--- src/rtl/pipe_hazard_ctrl_pkg.sv ---
// Shared constants, IR field positions and sequencer state encoding for the
// pipeline hazard controller.
package pipe_hazard_ctrl_pkg;

  localparam logic [4:0] OP_ALU  = 5'b00000;
  localparam logic [4:0] OP_LW   = 5'b01000;
  localparam logic [4:0] OP_SW   = 5'b00111;

  localparam logic [4:0] ALU_MUL = 5'b00110;
  localparam logic [4:0] ALU_DIV = 5'b00111;

  localparam int unsigned OPCODE_LSB = 27;
  localparam int unsigned RD_LSB     = 22;
  localparam int unsigned RS_LSB     = 17;
  localparam int unsigned RT_LSB     = 12;
  localparam int unsigned ALUOP_LSB  = 2;

  typedef enum logic [1:0] {
    IDLE    = 2'd0,
    MD_BUSY = 2'd1,
    MD_DONE = 2'd2
  } md_state_t;

endpackage

--- src/rtl/pipe_hazard_ctrl_md.sv ---
// Mult/div sequencer: launches an operation on the shared multdiv unit, waits
// for its result (or a timeout) and flags a one-cycle completion.
module md_seq
  import pipe_hazard_ctrl_pkg::*;
#(
  parameter int unsigned MD_TIMEOUT = 40,
  parameter int unsigned CNT_W      = 6
) (
  input  logic clock,
  input  logic reset,
  input  logic start_mul,
  input  logic start_div,
  input  logic md_resultRDY,
  input  logic md_exception,
  output logic ctrl_MULT,
  output logic ctrl_DIV,
  output logic md_busy,
  output logic md_done,
  output logic md_exc
);

  md_state_t          state, next_state;
  logic [CNT_W-1:0]   count;
  logic               timeout;

  assign timeout = (count == CNT_W'(MD_TIMEOUT - 1));

  always_ff @(posedge clock or posedge reset) begin
    if (reset) begin
      state  <= IDLE;
      count  <= '0;
      md_exc <= 1'b0;
    end else begin
      state <= next_state;
      if (state == MD_BUSY) count <= count + CNT_W'(1);
      else                  count <= '0;
      // md_exc is only meaningful during MD_DONE; clearing it on exit keeps it 0 in IDLE
      if (state == MD_BUSY) begin
        if (md_resultRDY) md_exc <= md_exception;
        else if (timeout) md_exc <= 1'b1;
      end else if (state == MD_DONE) begin
        md_exc <= 1'b0;
      end
    end
  end

  always_comb begin
    next_state = state;
    case (state)
      IDLE:    if (ctrl_MULT || ctrl_DIV)      next_state = MD_BUSY;
      MD_BUSY: if (md_resultRDY || timeout)    next_state = MD_DONE;
      MD_DONE:                                 next_state = IDLE;
      default:                                 next_state = IDLE;
    endcase
  end

  // Start pulses are suppressed while reset is held so outputs stay quiet in reset
  always_comb begin
    ctrl_MULT = 1'b0;
    ctrl_DIV  = 1'b0;
    md_busy   = 1'b0;
    md_done   = 1'b0;
    case (state)
      IDLE: begin
        ctrl_MULT = ~reset & start_mul;
        ctrl_DIV  = ~reset & start_div & ~start_mul;
      end
      MD_BUSY: md_busy = 1'b1;
      MD_DONE: md_done = 1'b1;
      default: ;
    endcase
  end

endmodule

--- src/rtl/pipe_hazard_ctrl.sv ---
// Stall/flush sequencer for the 5-stage pipeline: load-use stalls, branch
// flushes and multi-cycle mult/div stalls driven from the F/D and D/X IRs.
module pipe_hazard_ctrl
  import pipe_hazard_ctrl_pkg::*;
#(
  parameter int unsigned MD_TIMEOUT = 40,
  parameter int unsigned CNT_W      = 6
) (
  input  logic        clock,
  input  logic        reset,
  input  logic [31:0] fd_ir,
  input  logic [31:0] dx_ir,
  input  logic        branch_taken,
  input  logic        md_resultRDY,
  input  logic        md_exception,
  output logic        ctrl_MULT,
  output logic        ctrl_DIV,
  output logic        stall_pc,
  output logic        stall_fd,
  output logic        stall_dx,
  output logic        nop_dx,
  output logic        nop_xm,
  output logic        flush_fd,
  output logic        md_done,
  output logic        md_exc
);

  logic [4:0] fd_op, fd_rs, fd_rt;
  logic [4:0] dx_op, dx_rd, dx_alu;
  logic       dx_mul, dx_div, dx_md, dx_lw, fd_sw;
  logic       md_busy, md_idle, md_start, br_flush, load_use;
  logic       unused_ir_bits;

  assign fd_op  = fd_ir[OPCODE_LSB +: 5];
  assign fd_rs  = fd_ir[RS_LSB +: 5];
  assign fd_rt  = fd_ir[RT_LSB +: 5];
  assign dx_op  = dx_ir[OPCODE_LSB +: 5];
  assign dx_rd  = dx_ir[RD_LSB +: 5];
  assign dx_alu = dx_ir[ALUOP_LSB +: 5];

  assign unused_ir_bits = ^{fd_ir[26:22], fd_ir[11:0], dx_ir[21:7], dx_ir[1:0]};

  assign dx_mul = (dx_op == OP_ALU) && (dx_alu == ALU_MUL);
  assign dx_div = (dx_op == OP_ALU) && (dx_alu == ALU_DIV);
  assign dx_md  = dx_mul | dx_div;
  assign dx_lw  = (dx_op == OP_LW);
  assign fd_sw  = (fd_op == OP_SW);

  md_seq #(
    .MD_TIMEOUT (MD_TIMEOUT),
    .CNT_W      (CNT_W)
  ) u_md_seq (
    .clock        (clock),
    .reset        (reset),
    .start_mul    (dx_mul),
    .start_div    (dx_div),
    .md_resultRDY (md_resultRDY),
    .md_exception (md_exception),
    .ctrl_MULT    (ctrl_MULT),
    .ctrl_DIV     (ctrl_DIV),
    .md_busy      (md_busy),
    .md_done      (md_done),
    .md_exc       (md_exc)
  );

  // Fixed priority in IDLE: mult/div start, then branch flush, then load-use
  assign md_idle  = ~md_busy & ~md_done & ~reset;
  assign md_start = ctrl_MULT | ctrl_DIV;
  assign br_flush = md_idle & ~dx_md & branch_taken;
  assign load_use = md_idle & ~dx_md & ~branch_taken & dx_lw & (dx_rd != '0)
                  & ((fd_rs == dx_rd) | ((fd_rt == dx_rd) & ~fd_sw));

  assign stall_pc = md_start | md_busy | load_use;
  assign stall_fd = md_start | md_busy | load_use;
  assign stall_dx = md_start | md_busy;
  assign nop_xm   = md_start | md_busy;
  assign nop_dx   = br_flush | load_use;
  assign flush_fd = br_flush;

endmodule

--- config.mk ---
export PLATFORM = sky130hd
export DESIGN_NAME = pipe_hazard_ctrl
export DESIGN_NICKNAME = d
export VERILOG_FILES = /design/src/rtl/pipe_hazard_ctrl_pkg.sv /design/src/rtl/pipe_hazard_ctrl_md.sv /design/src/rtl/pipe_hazard_ctrl.sv
export SDC_FILE = /design/constraint.sdc
export NUM_CORES = 1
export LEC_CHECK = 0
export CORE_MARGIN = 2
export CORE_UTILIZATION = 25
export CTS_BUF_LIST = sky130_fd_sc_hd__clkbuf_2
export CTS_CLUSTER_DIAMETER = 100
export DETAILED_ROUTE_END_ITERATION = 12
export PLACE_DENSITY_LB_ADDON = 0.08
export SYNTH_ARGS = -nofsm -noshare
export SYNTH_HDL_FRONTEND = slang
export SYNTH_SLANG_ARGS = --single-unit
--- constraint.sdc ---
create_clock -name clock -period 4 [get_ports clock]
set_clock_uncertainty 0.05 [all_clocks]
set_input_delay 0.4 -clock clock [delete_from_list [all_inputs] [get_ports clock]]
set_output_delay 0.4 -clock clock [all_outputs]
set_load 0.02 [all_outputs]
==> impl_metrics.env <==
export IMPL_fin_cells=156
export IMPL_core_area_um2=2780
export IMPL_fin_nets=199
export IMPL_hold_end="u_md_seq.count[0]"
export IMPL_fillers=291
export IMPL_rows=19
export IMPL_avgSynthCellArea_um2=9.36
export IMPL_grt_overflow=0
export IMPL_synthCells=79
export IMPL_cp_required_ns=3.55
export IMPL_path_depth=6
export IMPL_antenna_found_initial=0
export IMPL_cp_max_fo=6
export IMPL_vias_per_cell=4.51
export IMPL_irDropWorstVdd_v=0.000171
export IMPL_htree_num_levels=1
export IMPL_reg2reg_to="u_md_seq.state[1]"
export IMPL_top_level_ports=79
export IMPL_whs_ns=0.422
export IMPL_seqCellArea_um2=225
export IMPL_crit_slowest_cell="clkdlybuf4s50_1"
export IMPL_power_leakage_nw=0.529
export IMPL_ctsResizeCount=0
export IMPL_gp_congestion=0.666
export IMPL_synthAdderAreaFrac=0.0677
export IMPL_cts_tree="done"
export IMPL_async_reset_ff_frac=1.00
export IMPL_io_buffers=44
export IMPL_syn_to_final_growth_pct=65.5
export IMPL_maxCapViolations=0
export IMPL_wl_met1_um=792
export IMPL_max_stage_delay_ns=0.64
export IMPL_grt_pass1_vias=764
export IMPL_finalMaxSlewViolations=0
export IMPL_die_y_um=58.4
export IMPL_arrival_ns=2.48
export IMPL_hold_path_class="flip-flop to flip-flop"
export IMPL_clockBufferDepth=2
export IMPL_grt_pass1_wl_um=3320
export IMPL_rsz0062_at_grt="false"
export IMPL_drc=0
export IMPL_clock_latency_ns=0.23
export IMPL_die_area_um2=3410
export IMPL_dpl_cell_area_um2=1200
export IMPL_syn_area_um2=739
export IMPL_whs_path_depth=1
export IMPL_clk_pin_slew_ns=0.08
export IMPL_layout_setup_ws_ns=1.07
export IMPL_wl_met3_um=169
export IMPL_ys_seq_elements=9
export IMPL_diodes=0
export IMPL_synth_xor_area_share=0.166
export IMPL_muxShareOfSynthArea=0
export IMPL_ys_warnings_count=0
export IMPL_startpoint="dx_ir[28]"
export IMPL_synth_top_family_by_area="simple AND/OR/NAND/NOR gates"
export IMPL_synth_cell_type_count=31
export IMPL_cpMostUsedCell="clkdlybuf4s50_1"
export IMPL_r2r_cells=6
export IMPL_track_usage=0.123
export IMPL_cp_cell_sequence="clkdlybuf4s50_1 > nor4_4 > nand4_4 > or2b_1 > o21bai_1 > clkdlybuf4s50_1"
export IMPL_slew_headroom=0.754
export IMPL_hold_buffers=0
export IMPL_layout_drive_gt1_share=0.0720
export IMPL_yosys_area_share_simple=0.289
export IMPL_hold_violations=0
export IMPL_pre_cts_slack_ns=1.05
export IMPL_placed_cells=152
export IMPL_reg2reg_slack_ns=2.43
export IMPL_final_cell_mix="clkdlybuf4s50_1, xor2_1, dfrtp_1"
export IMPL_design_area_um2=1220
export IMPL_path_buf_inv=2
export IMPL_cts_sinks=9
export IMPL_worst_pin_slew_ns=0.367
export IMPL_wl_per_cell_um=11.9
export IMPL_wl_met2_um=896
export IMPL_drt_initial_drc_count=20
export IMPL_setup_violations=0
export IMPL_synthFlopType="dfrtp_1"
export IMPL_outcome="finished, final reports clean"
export IMPL_synth_compound_area_frac=0.122
export IMPL_finalCriticalPeriod_ns=2.93
export IMPL_hp_start="u_md_seq.count[0]"
export IMPL_grt_max_degree=11
export IMPL_synth_edf_count=0
export IMPL_ant_nets=0
export IMPL_drt_wl_total_um=1860
export IMPL_worstSetupEndpointType="primary output"
export IMPL_startpoint_type="input pin"
export IMPL_powerDensity_nw_per_um2=258
export IMPL_syn_nets=152
export IMPL_p_total_uw=315
export IMPL_tns_ns=0
export IMPL_r2r_start="u_md_seq.state[1]"
export IMPL_clockRootBuffer="clkbuf_2"
export IMPL_top_layer="met3"
export IMPL_final_common_cell="clkdlybuf4s50_1"
export IMPL_fin_crit_sh=0.732
export IMPL_initial_core_util=0.266
export IMPL_die_x_um=58.4
export IMPL_dr_total_vias=704
export IMPL_dp_hpwl_um=1550
export IMPL_max_freq_mhz=341
export IMPL_yosysSeqAreaShare=0.305
export IMPL_multiInputGateArea_um2=477
export IMPL_cts_setup_buffers=0
export IMPL_firstDrtPassIters=4
export IMPL_numCtsBuffers=3
export IMPL_cp_top_family="buffers and inverters"
export IMPL_final_util=0.440
export IMPL_crit_type="input pin to primary output"
-- worst max path at each step --
stage / end / slack, ns
2_1_floorplan: stall_pc / 1.65
3_3_place_gp: stall_fd / 1.08
3_5_place_dp: stall_fd / 1.05
4_1_cts: stall_fd / 1.03
5_1_grt: stall_fd / 0.89
6_report: stall_fd / 1.07
-- worst reg2reg max path: stages (launching register included) --
cell	delay (ns)
dfrtp_1	0.38
inv_1	0.10
ha_1	0.22
nor2b_1	0.24
nand4_4	0.16
a21o_1	0.21
a21oi_1	0.14
-- logic make-up after synthesis --
| family | Yosys count |
|---|---|
| xor gates and xnor gates | 14 |
| and+or+nand+nor | 31 |
| adders and majority gates | 4 |
| buffers and inverters | 8 |
| DFF | 9 |
| AOI/OAI and AO/OA | 13 |
-- synthesized netlist by cell type, types with 2 or more instances --
| master | count | area share |
|---|---|---|
| xor2_1 | 11 | 0.13 |
| dfrtp_1 | 9 | 0.30 |
| inv_1 | 6 | 0.030 |
| nor2_1 | 6 | 0.030 |
| and2_1 | 4 | 0.034 |
| ha_1 | 4 | 0.068 |
| nor2b_1 | 4 | 0.034 |
| nor3_1 | 3 | 0.020 |
| xnor2_1 | 3 | 0.036 |
| a21oi_1 | 2 | 0.014 |
| buf_4 | 2 | 0.020 |
| nand2_1 | 2 | 0.010 |
| nand3_1 | 2 | 0.014 |
| nand4_1 | 2 | 0.017 |
| o21ai_0 | 2 | 0.014 |
| o21bai_1 | 2 | 0.020 |
-- sequential cells by signal (all words and copies together), names as in the netlist --
name             flops
u_md_seq.count       6
u_md_seq.state       2
u_md_seq.md_exc      1
-- final cells by class --
class / instances / area share
Inverter: 6 / 0.0184
Sequential cell: 9 / 0.184
Clock buffer: 4 / 0.0164
Tap cell: 31 / 0.0317
Timing Repair Buffer: 44 / 0.360
Multi-Input combinational cell: 62 / 0.390
-- power breakdown --
group / switching (mW) / internal [mW]
logic: 0.0672 / 0.0873
registers: 0.00465 / 0.101
clock network: 0.0285 / 0.0266
total: 0.100 / 0.215
-- routing by layer --
metal,up-vias,track usage
met5,-,0
met4,0,0.0498
met3,0,0.00879
met2,26,0.223
met1,313,0.150
li1,365,-
Note: power is estimated with default switching activity, not from simulation.
